$ cat config.mk
export PLATFORM = sky130hd
export DESIGN_NAME = bcd_subtractor_seq_flat
export DESIGN_NICKNAME = d
export VERILOG_FILES = /design/src/rtl/bcd_subtractor_seq_if.sv /design/src/rtl/bcd_subtractor_seq.sv /design/src/flat_wrapper.sv
export SDC_FILE = /design/constraint.sdc
export NUM_CORES = 1
export LEC_CHECK = 0
export ABC_AREA = 1
export ABC_CLOCK_PERIOD_IN_PS = 4700
export CAP_MARGIN = 20
export CORE_ASPECT_RATIO = 0.9
export CORE_UTILIZATION = 40
export DETAILED_ROUTE_END_ITERATION = 6
export PLACE_DENSITY = 0.67
export SLEW_MARGIN = 20
export SYNTH_ARGS = -nofsm -noshare
export SYNTH_HDL_FRONTEND = slang
export SYNTH_SLANG_ARGS = --single-unit
$ cat constraint.sdc
create_clock -name clk -period 4.7 [get_ports clk]
set_input_delay 1.41 -clock clk [delete_from_list [all_inputs] [get_ports clk]]
set_output_delay 1.41 -clock clk [all_outputs]
set_load 0.005 [all_outputs]
$ cat src/rtl/bcd_subtractor_seq_if.sv
// Start/done handshake bundle for the sequential BCD subtractor.
interface bcd_subtractor_seq_if #(
  parameter int DIGITS = 4
) ();
  logic                  start;
  logic [4*DIGITS-1:0]   a;
  logic [4*DIGITS-1:0]   b;
  logic                  bin;
  logic                  busy;
  logic                  done;
  logic [4*DIGITS-1:0]   diff;
  logic                  bout;
  logic                  err;

  modport master (
    output start, a, b, bin,
    input  busy, done, diff, bout, err
  );

  modport slave (
    input  start, a, b, bin,
    output busy, done, diff, bout, err
  );
endinterface

$ cat src/rtl/bcd_subtractor_seq.sv
// Digit-serial packed-BCD subtractor: diff = a - b - bin, LSD first, one digit per clock.
// Optional operand digit checking is enabled by defining BCD_SUB_CHECK_EN.
module bcd_subtractor_seq #(
  parameter int DIGITS = 4
) (
  input  logic                  clk,
  input  logic                  rst,
  bcd_subtractor_seq_if.slave   bus
);
  localparam int W    = 4 * DIGITS;
  localparam int KW   = (DIGITS > 1) ? $clog2(DIGITS) : 1;
  localparam logic [KW-1:0] LAST_K = KW'(DIGITS - 1);

  typedef enum logic [1:0] {IDLE = 2'd0, RUN = 2'd1, DONE = 2'd2} state_t;

  state_t        state_q, state_d;
  logic [KW-1:0] k_q, k_d;
  logic [W-1:0]  a_q, a_d;
  logic [W-1:0]  b_q, b_d;
  logic [W-1:0]  acc_q, acc_d;
  logic          borrow_q, borrow_d;
  logic [W-1:0]  diff_q, diff_d;
  logic          bout_q, bout_d;
  logic          err_q, err_d;
  logic          busy_q, busy_d;
  logic          done_q, done_d;

  logic [3:0]    a_dig_s, b_dig_s, digit_s;
  logic [4:0]    t_s;
  logic [W-1:0]  acc_nx_s;

`ifdef BCD_SUB_CHECK_EN
  logic          inval_q, inval_d;
  logic          bad_dig_s;
`endif

  // One digit of subtraction on the low nibbles of the shifting operand registers.
  always_comb begin
    a_dig_s  = a_q[3:0];
    b_dig_s  = b_q[3:0];
    t_s      = {1'b0, a_dig_s} - {1'b0, b_dig_s} - {4'b0000, borrow_q};
    if (t_s[4]) begin
      digit_s = t_s[3:0] + 4'd10;
    end else begin
      digit_s = t_s[3:0];
    end
    // Results enter at the top so digit 0 lands at bits [3:0] after DIGITS shifts.
    acc_nx_s = (acc_q >> 4) | (W'(digit_s) << (W - 4));
`ifdef BCD_SUB_CHECK_EN
    bad_dig_s = (a_dig_s > 4'd9) || (b_dig_s > 4'd9);
`endif
  end

  // Next-state and next-output computation.
  always_comb begin
    state_d  = state_q;
    k_d      = k_q;
    a_d      = a_q;
    b_d      = b_q;
    acc_d    = acc_q;
    borrow_d = borrow_q;
    diff_d   = diff_q;
    bout_d   = bout_q;
    err_d    = err_q;
    busy_d   = 1'b0;
    done_d   = 1'b0;
`ifdef BCD_SUB_CHECK_EN
    inval_d  = inval_q;
`endif
    case (state_q)
      IDLE, DONE: begin
        if (bus.start) begin
          state_d  = RUN;
          busy_d   = 1'b1;
          a_d      = bus.a;
          b_d      = bus.b;
          borrow_d = bus.bin;
          k_d      = '0;
          acc_d    = '0;
`ifdef BCD_SUB_CHECK_EN
          inval_d  = 1'b0;
`endif
        end else begin
          state_d  = IDLE;
        end
      end
      RUN: begin
        a_d      = a_q >> 4;
        b_d      = b_q >> 4;
        acc_d    = acc_nx_s;
        borrow_d = t_s[4];
        k_d      = k_q + KW'(1);
`ifdef BCD_SUB_CHECK_EN
        inval_d  = inval_q | bad_dig_s;
`endif
        if (k_q == LAST_K) begin
          state_d = DONE;
          done_d  = 1'b1;
          busy_d  = 1'b0;
`ifdef BCD_SUB_CHECK_EN
          if (inval_q || bad_dig_s) begin
            err_d  = 1'b1;
            diff_d = '0;
            bout_d = 1'b0;
          end else begin
            err_d  = 1'b0;
            diff_d = acc_nx_s;
            bout_d = t_s[4];
          end
`else
          err_d  = 1'b0;
          diff_d = acc_nx_s;
          bout_d = t_s[4];
`endif
        end else begin
          busy_d = 1'b1;
        end
      end
      default: begin
        state_d = IDLE;
      end
    endcase
  end

  // State and output registers; reset aborts any operation in flight.
  always_ff @(posedge clk or posedge rst) begin
    if (rst) begin
      state_q  <= IDLE;
      k_q      <= '0;
      a_q      <= '0;
      b_q      <= '0;
      acc_q    <= '0;
      borrow_q <= 1'b0;
      diff_q   <= '0;
      bout_q   <= 1'b0;
      err_q    <= 1'b0;
      busy_q   <= 1'b0;
      done_q   <= 1'b0;
`ifdef BCD_SUB_CHECK_EN
      inval_q  <= 1'b0;
`endif
    end else begin
      state_q  <= state_d;
      k_q      <= k_d;
      a_q      <= a_d;
      b_q      <= b_d;
      acc_q    <= acc_d;
      borrow_q <= borrow_d;
      diff_q   <= diff_d;
      bout_q   <= bout_d;
      err_q    <= err_d;
      busy_q   <= busy_d;
      done_q   <= done_d;
`ifdef BCD_SUB_CHECK_EN
      inval_q  <= inval_d;
`endif
    end
  end

  assign bus.busy = busy_q;
  assign bus.done = done_q;
  assign bus.diff = diff_q;
  assign bus.bout = bout_q;
  assign bus.err  = err_q;
endmodule

$ cat src/flat_wrapper.sv
// flat-port wrapper written by rule: the top's interface ports become plain ports
module bcd_subtractor_seq_flat 
#(
  parameter int DIGITS = 4
)
  (clk, rst, bus_start, bus_a, bus_b, bus_bin, bus_busy, bus_done, bus_diff, bus_bout, bus_err);
  bcd_subtractor_seq_if #(.DIGITS(DIGITS)) bus_i ();
  input  logic clk;
  input  logic rst;
  input wire logic [$bits(bus_i.start)-1:0] bus_start;
  input wire logic [$bits(bus_i.a)-1:0] bus_a;
  input wire logic [$bits(bus_i.b)-1:0] bus_b;
  input wire logic [$bits(bus_i.bin)-1:0] bus_bin;
  output wire logic [$bits(bus_i.busy)-1:0] bus_busy;
  output wire logic [$bits(bus_i.done)-1:0] bus_done;
  output wire logic [$bits(bus_i.diff)-1:0] bus_diff;
  output wire logic [$bits(bus_i.bout)-1:0] bus_bout;
  output wire logic [$bits(bus_i.err)-1:0] bus_err;
  assign bus_i.start = bus_start;
  assign bus_i.a = bus_a;
  assign bus_i.b = bus_b;
  assign bus_i.bin = bus_bin;
  assign bus_busy = bus_i.busy;
  assign bus_done = bus_i.done;
  assign bus_diff = bus_i.diff;
  assign bus_bout = bus_i.bout;
  assign bus_err = bus_i.err;
  bcd_subtractor_seq #(.DIGITS(DIGITS)) u_core (.clk(clk), .rst(rst), .bus(bus_i));
endmodule
==> impl_metrics.json <==
{
  "status": "finished, final reports clean",
  "start_util_pct": 42.10,
  "max_cap_viol_count": 0,
  "arrival_ps": 3110,
  "cts_inserted_buffers": 9,
  "fin_cells": 454,
  "cts_tree": "yes",
  "wl_met2_um": 2611,
  "grt_start_max_net_pins": 35,
  "cts-htree-levels": 3,
  "final_layout_size_suffix_gt1_share_pct": 10.53,
  "fin_setup_tns_ps": 0,
  "pwr-share-clk_pct": 18.7,
  "startpoint_type": "input pin",
  "rsz0062_at_grt": "false",
  "yosysTopAreaCell": "dfrtp_1",
  "power-per-cell-area_nw_per_um2": 815.8,
  "cts.sinks": 68,
  "top_layer_used": "met4",
  "clockBufferDepth": 2,
  "ant_nets": 0,
  "syn_area_um2": 3009,
  "die_w_um": 93.43,
  "finalCritPeriodShare_pct": 60.85,
  "peakVddDrop_mv": 0.2618,
  "cts.repair.resized": 0,
  "met3_length_um": 328,
  "die_y_um": 84.29,
  "clkSlewWorstSetupHoldPaths_ps": 80,
  "diodes": 0,
  "max-slew-margin-rel_pct": 58.51,
  "setup_viol": 0,
  "vias_per_cell": 4.758,
  "crit_chain": "clkdlybuf4s50_1 -> inv_1 -> nor2_4 -> inv_4 -> nand2_8 -> inv_2 -> a221oi_2",
  "switchingPower_mw": 1.263,
  "grt_usage_pct": 17.41,
  "port_buffers": 54,
  "worstPathRequired_ps": 4950,
  "globalplace.congestion": 0.7569,
  "dr.pass1.iters": 4,
  "syn_to_final_growth_pct": 28.57,
  "seqPwrFrac_pct": 31.4,
  "worstMarginPinSlew_ps": 620.2,
  "synth_area_leaders": "dfrtp_1 (57%), nand2_1 (6.0%), a221oi_2 (5.5%)",
  "synth_cells": 301,
  "critPathMaxFanout": 27,
  "ctsHoldBuffers": 0,
  "post_cts_buffers": 0,
  "hp-class": "reg2reg",
  "cp-end-kind": "flop",
  "synth_top_area_share_pct": 56.55,
  "path_class": "in2reg",
  "finClkSkew_ps": 7.160,
  "gr-total-overflow": 0,
  "grt_pass1_vias": 2199,
  "sw_frac_of_total_pct": 40.03,
  "avgSynthCellArea_um2": 9.997,
  "antenna_found_initial": 0,
  "wl_per_cell_um": 12.99,
  "final_nets": 402,
  "hold_viol": 0,
  "syn-num-nets": 347,
  "internal-power_mw": 1.893,
  "core.rowCount": 29,
  "grt_pass1_wl_um": 10490,
  "placedCellCount": 438,
  "vias": 2160,
  "max_freq_mhz": 349.7,
  "drc": 0,
  "leakage_nw": 1.814,
  "fp.coreArea_um2": 7148,
  "root_buffer": "clkbuf_8",
  "cp_slowest_cell": "clkdlybuf4s50_1",
  "m1WireLength_um": 2884,
  "ys_seq_area_share_pct": 56.55,
  "hpwlAfterDp_um": 4155,
  "synth_cell_types": 27,
  "period_minus_slack_ps": 2860,
  "final-max-slew-violation-count": 0,
  "yosysWarningCount": 0,
  "critPathMaxStageDelay_ps": 450,
  "drt-total-wl_um": 5898,
  "combinationalPowerShare_pct": 49.9,
  "ys_ff_latch": 68,
  "die_area_um2": 7874,
  "ios": 56,
  "n_fill_cell": 648,
  "worstSkewPairLatency_ps": 350,
  "drt_iter0_markers": 83
}
## cells by family (layout without fill, tap and decap cells)
kind of cell | after synthesis | in the layout | synth area share, %
AOI/OAI and AO/OA | 64 | 64 | 16.01
xor gates and xnor gates | 3 | 3 | 0.8733
adders and majority gates | 10 | 10 | 4.657
buffers and inverters | 59 | 119 | 8.606
DFF | 68 | 68 | 56.55
other | 1 | 1 | 0.1246
and+or+nand+nor | 96 | 96 | 13.18
## cell usage after synthesis
cell type,count
a21oi_1,1
a221oi_1,1
a221oi_2,11
a22o_1,5
buf_2,8
buf_4,2
buf_6,2
clkbuf_1,1
conb_1,1
dfrtp_1,68
fa_1,2
ha_1,8
inv_1,43
inv_2,1
inv_4,2
nand2_1,48
nand2_2,2
nand2_8,1
nand3_1,3
nand3b_1,1
nor2_1,40
nor2_4,1
o211ai_1,1
o21ai_0,10
o21ai_1,14
o22ai_1,21
xor2_1,3
## path summary, 6_finish.rpt
check | cells past startpoint | to | start | slack (ps)
worst max register to register | 11 | u_core.bus.diff[14] | u_core.a_q[0] | 2040
max in group asynchronous | 3 | u_core.b_q[11] | rst | 2720
worst min-delay path | 2 | u_core.bus.diff[13] | u_core.bus.diff[13] | 480
min in group asynchronous | 2 | u_core.acc_q[8] | rst | 1440
worst max-delay path | 7 | u_core.a_q[6] | bus_start | 1840
worst min register to register | 2 | u_core.bus.diff[13] | u_core.bus.diff[13] | 480
## critical path, delay by kind of cell
family,cells,cell delay (ps)
AND/OR/NAND/NOR,2,440
buffers and inverters,4,940
AO/OA/AOI/OAI,1,300
## state kept, by name (all words and copies together), names as in the netlist
name	cells
u_core.state_q	2
u_core.bus.done	1
u_core.borrow_q	1
u_core.acc_q	12
u_core.a_q	16
u_core.k_q	2
u_core.bus.diff	16
u_core.bus.busy	1
u_core.bus.bout	1
u_core.b_q	16
## metrics by stage
step / setup slack [ps] / area (um^2) / utilization, % / hold slack [ps] / power, mW
2_1_floorplan: 1578 / 3009 / - / 448.9 / 2.169
3_3_place_gp: 1535 / 3600 / 50.36 / 463.9 / 2.530
3_5_place_dp: 1479 / 3620 / 50.64 / 469.7 / 2.582
4_1_cts: 1839 / 3869 / 54.12 / 487.9 / 3.188
5_1_grt: 1680 / 3869 / 54.12 / 504.8 / 3.469
6_report: 1840 / 3869 / 54.12 / 479.1 / 3.156
## cell usage in the layout, fill, tap and decap left out, drive strengths merged
cell and count:
inv 46, nand2 51, xor2 3, o22ai 21
a221oi 12, ha 8, dfrtp 68, buf 3
bufinv 3, clkdlybuf4s50 54, conb 1, a21oi 1
nand3b 1, o211ai 1, clkinv 2, clkbuf 10
clkinvlp 1, fa 2, a22o 5, nor2 41
o21ai 24, nand3 3
## power groups by stage
stage | logic, mW | registers (mW) | clock network, mW
after floorplan | 1.19 | 0.979 | 0
after global placement | 1.53 | 0.996 | 0
after detailed placement | 1.58 | 1.00 | 0
after CTS | 1.59 | 0.993 | 0.602
after global routing | 1.82 | 1.02 | 0.628
final | 1.58 | 0.990 | 0.591
## layer usage
layer	global-route usage, %	vias up
met1	23.81	1004
li1	-	1091
met4	5.455	0
met3	6.159	9
met2	26.00	56
met5	0	-
## area by class of cell
class / instances / area, um^2 / share of cell area, %
flip-flops and latches: 68 / 1702 / 43.98
clock buffers: 10 / 137.6 / 3.558
inverters: 46 / 177.7 / 4.592
multi-input cells: 174 / 1049 / 27.10
repair buffers: 57 / 575.6 / 14.88
clock inverters: 6 / 111.4 / 2.878
well taps: 93 / 116.4 / 3.008
No activity file was read; power rests on OpenSTA's default activity.
